**config.mk**
```make
export PLATFORM = sky130hd
export DESIGN_NAME = ym3438_pcm_acc
export DESIGN_NICKNAME = d
export VERILOG_FILES = /design/src/rtl/ym3438_pkg.sv /design/src/rtl/ym3438_pcm_fifo.sv /design/src/rtl/ym3438_pcm_acc.sv
export SDC_FILE = /design/constraint.sdc
export NUM_CORES = 1
export LEC_CHECK = 0
export CAP_MARGIN = 20
export CORE_ASPECT_RATIO = 0.75
export CORE_MARGIN = 2
export CORE_UTILIZATION = 52
export DETAILED_ROUTE_END_ITERATION = 7
export PLACE_DENSITY = 0.69
export SYNTH_ARGS = -nofsm -noshare
export SYNTH_HDL_FRONTEND = slang
export SYNTH_SLANG_ARGS = --single-unit
```
**constraint.sdc**
```tcl
create_clock -name MCLK -period 3.6 [get_ports MCLK]
set_clock_uncertainty 0.2 [all_clocks]
set_input_delay 0.72 -clock MCLK [delete_from_list [all_inputs] [get_ports MCLK]]
set_output_delay 0.72 -clock MCLK [all_outputs]
set_load 0.005 [all_outputs]
```
**src/rtl/ym3438_pkg.sv**
```systemverilog
// ym3438_pkg: shared constants, sample type and arithmetic helpers for the ym3438 PCM path.
package ym3438_pkg;

    localparam logic [8:0] ZERO_LEVEL = 9'h100;

    typedef struct packed {
        logic signed [15:0] l;
        logic signed [15:0] r;
    } stereo_t;

    function automatic logic signed [8:0] to_signed9(input logic [8:0] x);
        return $signed(x ^ ZERO_LEVEL);
    endfunction

    function automatic logic signed [20:0] shl21(input logic signed [14:0] x, input int unsigned sh);
        logic signed [20:0] v;
        v = 21'(x);
        return v <<< sh;
    endfunction

    function automatic logic signed [15:0] sat_shift16(input logic signed [14:0] x, input int unsigned sh);
        logic signed [20:0] v;
        v = shl21(x, sh);
        return (v > 21'sd32767) ? 16'sh7fff : (v < -21'sd32768) ? 16'sh8000 : v[15:0];
    endfunction

    function automatic logic sat_hit(input logic signed [14:0] x, input int unsigned sh);
        logic signed [15:0] q;
        q = sat_shift16(x, sh);
        return shl21(x, sh) != 21'(q);
    endfunction

endpackage

```
**src/rtl/ym3438_pcm_fifo.sv**
```systemverilog
// ym3438_pcm_fifo: synchronous FIFO of stereo samples; while empty the head
// output keeps showing the last popped sample.
module ym3438_pcm_fifo
    import ym3438_pkg::*;
#(
    parameter int unsigned DEPTH = 4
) (
    input  logic    i_clk,
    input  logic    i_rst_n,
    input  logic    i_push,
    input  stereo_t i_data,
    input  logic    i_pop,
    output logic    o_full,
    output logic    o_empty,
    output stereo_t o_data
);

    localparam int unsigned AW = $clog2(DEPTH);

    stereo_t     r_mem [DEPTH];
    stereo_t     r_last;
    logic [AW:0] r_wr;
    logic [AW:0] r_rd;
    logic        w_push;
    logic        w_pop;

    assign o_empty = r_wr == r_rd;
    assign o_full  = (r_wr[AW] != r_rd[AW]) && (r_wr[AW-1:0] == r_rd[AW-1:0]);
    assign w_pop   = i_pop && !o_empty;
    // a pop in the same cycle frees the slot a full FIFO needs for the push
    assign w_push  = i_push && (!o_full || w_pop);
    assign o_data  = o_empty ? r_last : r_mem[r_rd[AW-1:0]];

    always_ff @(posedge i_clk or negedge i_rst_n) begin
        if (!i_rst_n) begin
            r_wr   <= '0;
            r_rd   <= '0;
            r_last <= '0;
        end else begin
            if (w_push) r_wr <= r_wr + (AW+1)'(1);
            if (w_pop) begin
                r_rd   <= r_rd + (AW+1)'(1);
                r_last <= r_mem[r_rd[AW-1:0]];
            end
        end
    end

    always_ff @(posedge i_clk) begin
        if (w_push) r_mem[r_wr[AW-1:0]] <= i_data;
    end

endmodule

```
**src/rtl/ym3438_pcm_acc.sv**
```systemverilog
// ym3438_pcm_acc: sums each sync-framed run of MOL/MOR slots into saturated
// 16-bit stereo PCM and queues the frames for a valid/ready audio sink.
module ym3438_pcm_acc
    import ym3438_pkg::*;
#(
    parameter int unsigned FRAME_SLOTS = 24,
    parameter int unsigned SHIFT       = 2,
    parameter int unsigned FIFO_DEPTH  = 4
) (
    input  logic               MCLK,
    input  logic               IC,
    input  logic               c1,
    input  logic               sync,
    input  logic [8:0]         MOL,
    input  logic [8:0]         MOR,
    input  logic               pcm_ready,
    input  logic               ovf_clr,
    output logic               pcm_valid,
    output logic signed [15:0] pcm_l,
    output logic signed [15:0] pcm_r,
    output logic               ovf,
    output logic               clip,
    output logic               locked
);

    localparam int unsigned CW = $clog2(FRAME_SLOTS);

    logic [CW-1:0]      r_cnt;
    logic signed [14:0] r_acc_l;
    logic signed [14:0] r_acc_r;
    logic               r_locked;
    logic               r_push;
    logic               r_ovf;
    logic               r_clip;
    stereo_t            r_res;
    stereo_t            w_head;
    logic signed [8:0]  w_sl;
    logic signed [8:0]  w_sr;
    logic signed [15:0] w_ql;
    logic signed [15:0] w_qr;
    logic               w_close;
    logic               w_sat;
    logic               w_full;
    logic               w_empty;
    logic               w_drop;

    assign w_sl    = to_signed9(MOL);
    assign w_sr    = to_signed9(MOR);
    assign w_close = c1 && r_locked && (sync || r_cnt == CW'(FRAME_SLOTS - 1));
    assign w_ql    = sat_shift16(r_acc_l, SHIFT);
    assign w_qr    = sat_shift16(r_acc_r, SHIFT);
    assign w_sat   = sat_hit(r_acc_l, SHIFT) || sat_hit(r_acc_r, SHIFT);
    assign w_drop  = r_push && w_full && !(pcm_valid && pcm_ready);

    always_ff @(posedge MCLK or negedge IC) begin
        if (!IC) begin
            r_cnt    <= '0;
            r_acc_l  <= '0;
            r_acc_r  <= '0;
            r_locked <= 1'b0;
            r_push   <= 1'b0;
            r_res    <= '0;
            r_ovf    <= 1'b0;
            r_clip   <= 1'b0;
        end else begin
            r_push <= w_close;
            r_ovf  <= w_drop || (r_ovf && !ovf_clr);
            r_clip <= (w_close && w_sat) || (r_clip && !ovf_clr);
            if (w_close) r_res <= {w_ql, w_qr};
            // the current slot starts the next frame, whether closed by sync or by count
            if (c1 && (sync || w_close)) begin
                r_locked <= 1'b1;
                r_acc_l  <= 15'(w_sl);
                r_acc_r  <= 15'(w_sr);
                r_cnt    <= '0;
            end else if (c1 && r_locked) begin
                r_acc_l <= r_acc_l + 15'(w_sl);
                r_acc_r <= r_acc_r + 15'(w_sr);
                r_cnt   <= r_cnt + CW'(1);
            end
        end
    end

    ym3438_pcm_fifo #(.DEPTH(FIFO_DEPTH)) u_fifo (
        .i_clk   (MCLK),
        .i_rst_n (IC),
        .i_push  (r_push),
        .i_data  (r_res),
        .i_pop   (pcm_ready),
        .o_full  (w_full),
        .o_empty (w_empty),
        .o_data  (w_head)
    );

    assign pcm_valid = !w_empty;
    assign pcm_l     = w_head.l;
    assign pcm_r     = w_head.r;
    assign ovf       = r_ovf;
    assign clip      = r_clip;
    assign locked    = r_locked;

endmodule

```
==> run_results.csv <==
group,metric,value,unit
outcome,status,"complete, but fails checks",
outcome,violations,"design-rule violations",
routing,drt-initial-drc-count,473,
floorplan,start_util,0.5328,
clock_tree,cts_tree,"yes",
clock_tree,htreeDepth,1,
routing,avgViaCountPerCell,5.764,
power_and_ir_drop,leakagePower,4.697,nW
global_route,antenna_found_initial,0,
worst_setup_path,setup.worst_path.start_class,"register",
logic_synthesis,synth_top_family_by_area,"multiplexers",
timing,fin_crit_sh,0.9637,
timing,setup-tns-final,0,ps
cells_and_area,area_delta_synth_final,16.41,%
routing,vias,6277,
logic_synthesis,syn_area,10380,µm²
worst_setup_path,cp.required,2680,ps
clock_tree,cts_max_path_buffers,3,
logic_synthesis,synth_edf_count,120,
clock_tree,clkLatencyLatePin,500,ps
power_and_ir_drop,ir_worst_vdd,0.3281,mV
logic_synthesis,synth_compound_area_frac,0.1065,
logic_synthesis,synthSimpleGateAreaFrac,0.05326,
timing,hold_viol,0,
worst_setup_path,cp.arrival,2550,ps
worst_setup_path,slowest_delay,450,ps
logic_synthesis,muxShareOfSynthArea,0.1374,
timing,slew_headroom,0.2308,
power_and_ir_drop,p_per_area,849.9,nW/µm²
logic_synthesis,synth_top_area_cell,"edfxtp_1",
place,dpl.hpwl,13510,µm
worst_setup_path,reg2reg_depth,7,
floorplan,io-pin-count,60,
cells_and_area,n_antenna_cell,0,
logic_synthesis,synth_top_area_frac,0.3470,
place,gp_congestion,0.8729,
cells_and_area,final_layout_size_suffix_gt1_frac,0.1806,
floorplan,rows,44,
worst_setup_path,cp_cell_sequence,"buf_12, xnor2_1, nand3_1, buf_6, mux2_2, clkdlybuf4s50_1",
timing,setup_viol,0,
cells_and_area,nFillCells,1448,
cells_and_area,final_cells,1089,
routing,ant_nets,0,
routing,drcViolationCount,3,
clock_tree,clock-root-buffer,"clkbuf_16",
timing,fmax,288.2,MHz
logic_synthesis,synth_xor_area_frac,0.02362,
logic_synthesis,ys.warnings.count,0,
run,drv_cap,0,
logic_synthesis,synth_common_cells,"120 x edfxtp_1, 105 x dfrtp_1, 59 x nand2_1",
logic_synthesis,synthTopCellsByArea,"edfxtp_1 35%, dfrtp_1 25%, mux4_2 6.5%, mux2_2 5.9%, ha_1 4.8%",
power_and_ir_drop,power.total,10.27,mW
routing,wl_per_cell,18.99,µm
worst_setup_path,cp_slowest_cell,"dfrtp_2",
logic_synthesis,synth-seq-cells,225,
worst_setup_path,end_kind,"primary output",
place,postPlaceCellArea,11300,µm²
clock_tree,cts_num_sinks,225,
global_route,grt-ovfl-total,0,
global_route,grt_pass1_wl,33390,µm
timing,holdWs,288.9,ps
floorplan,die_h,126.4,µm
logic_synthesis,synth_most_common_cell,"edfxtp_1",
clock_tree,numCtsBuffers,22,
logic_synthesis,synth_cell_type_count,60,
logic_synthesis,synth-adder-area-share,0.05205,
global_route,grt_pass1_vias,6340,
logic_synthesis,synthCells,758,
place,placed_cells,1047,
global_route,grt_usage,0.1988,
floorplan,die_area,21130,µm²
cells_and_area,finish.instance_area,12090,µm²
timing,fin_crit,3469,ps
logic_synthesis,ys.flop_type,"edfxtp_1",
worst_setup_path,critical_path_class,"register to primary output",
cells_and_area,nNetsFinal,886,
floorplan,die-width,167.2,µm
timing,tightest_slew,1150,ps
logic_synthesis,mappedNetlistNets,824,
logic_synthesis,ys_async_sr_fraction,0.4667,
logic_synthesis,yosysSeqAreaShare,0.6001,
timing,slew_violations,0,
routing,dr.pass1.iters,7,
global_route,grt_max_degree,74,
worst_setup_path,worstPathMaxFanout,23,
floorplan,coreArea,19490,µm²
place,io_buffers,59,
timing,rsz0062_at_grt,"false",
hold_path,hold_class,"register to register",
clock_tree,clkSlewWorstSetupHoldPaths,60,ps
logic_synthesis,syn_area_per_cell,13.70,µm²
hold_path,worstHoldPathCells,1,
routing,wirelength,20680,µm
critical path: cells and delay by family, from the launching register on:
family	cells	cell delay, ps
xor gates and xnor gates	1	150
buffers and inverters	3	890
DFF	1	450
muxes	1	400
and+or+nand+nor	1	140
power by group:
group	internal [mW]	switching, mW	leakage, nW	total [mW]
combinational	2.18	1.71	1.94	3.89
clock	1.42	0.927	0.367	2.35
sequential	3.52	0.510	2.39	4.04
total	7.13	3.15	4.70	10.3
routing by layer:
| metal | wire [µm] | global-route usage | part of all wire | vias up |
|---|---|---|---|---|
| met5 | 0 | 0 | 0 | - |
| met3 | 940 | 0.03183 | 0.045 | 27 |
| met1 | 9805 | 0.2886 | 0.47 | 3145 |
| met2 | 9585 | 0.3207 | 0.46 | 140 |
| li1 | - | - | - | 2965 |
| met4 | 348 | 0.04655 | 0.017 | 0 |
cells by family (layout without fill, tap and decap cells):
family | count (synthesis) | count (layout)
AOI/OAI and AO/OA | 175 | 175
xor gates and xnor gates | 28 | 28
adders and majority gates | 42 | 42
buffers and inverters | 68 | 146
DFF | 225 | 225
muxes | 97 | 97
and+or+nand+nor | 123 | 123
sequential cells by signal (all words and copies together) (netlist names), 3 cells and up:
register and count:
u_fifo.r_mem 120, r_res 30, u_fifo.r_last 30, r_acc_l 15
r_acc_r 15, r_cnt 5, u_fifo.r_rd 3, u_fifo.r_wr 3
path summary, 6_finish.rpt:
path,end,slack (ps),start
min reg2reg,u_fifo.r_wr[2]$_DFFE_PN0N_,290,u_fifo.r_wr[2]$_DFFE_PN0N_
min in group asynchronous,u_fifo.r_last[7]$_DFFE_PN0P_,530,IC
max,pcm_r[13],130,u_fifo.r_rd[0]$_DFFE_PN0P_
min,u_fifo.r_wr[2]$_DFFE_PN0N_,290,u_fifo.r_wr[2]$_DFFE_PN0N_
max in group asynchronous,locked$_DFFE_PN0P_,1900,IC
max reg2reg,u_fifo.r_last[2]$_DFFE_PN0P_,920,u_fifo.r_rd[0]$_DFFE_PN0P_
metrics by stage:
stage          setup WS, ps    util
6_report              130.6  0.6202
5_1_grt               19.94  0.6202
4_1_cts               42.25  0.6188
3_5_place_dp          175.3  0.5799
3_3_place_gp          297.9  0.5799
2_1_floorplan         608.8       -
cell type report:
cell class                 instances  area (µm²)  area share
tap                              253       316.6     0.02619
multi-input combinational        465        3890      0.3218
inverter                          30       112.6    0.009316
clock inverter                    11       128.9     0.01066
clock buffer                      29       618.1     0.05113
sequential                       225        6232      0.5156
timing repair buffer              76       789.5     0.06531
repair_timing:
| action | in CTS | in global routing |
|---|---|---|
| resized for setup | 0 | 1 |
| setup endpoints to repair | 0 | 21 |
| hold endpoints to repair | 32 | 0 |
| buffers inserted | 0 | 0 |
| hold buffers | 1 | 0 |
placed cells by master, fill, tap and decap left out, types with 3 or more instances in the layout:
master           Yosys  routed
o21bai_1             3       3
xnor2_1             20      20
o21ai_1             18      17
bufinv_16            0       3
mux2_1              10      10
nand2b_1             3       3
a222oi_1             4       4
mux2_2              54      54
nor4_1               5       5
nor2_2               0       4
nand2_1             59      59
o21ai_0             42      42
o22ai_1              7       7
edfxtp_1           120     120
dfrtp_1            105     104
nor3_1               6       6
nor2_1              25      21
o31ai_1              3       3
inv_1               30      30
a22oi_1              3       3
o21a_1               7       7
nand4_1              3       3
nand3_1              9       8
a21oi_2              4       4
o21ai_2              2       3
mux4_2              30      30
a21oi_1             48      48
clkbuf_1            21       4
xor2_1               8       8
buf_12               0       4
ha_1                40      40
clkinv_1             0       4
clkbuf_16            0      24
clkinv_2             0       3
nor2b_1              3       3
mux2i_1              3       3
buf_4                2      11
nor3b_1              3       3
clkdlybuf4s50_1      0      58
a21o_1              13      13
Note: power is estimated with default switching activity, not from simulation.
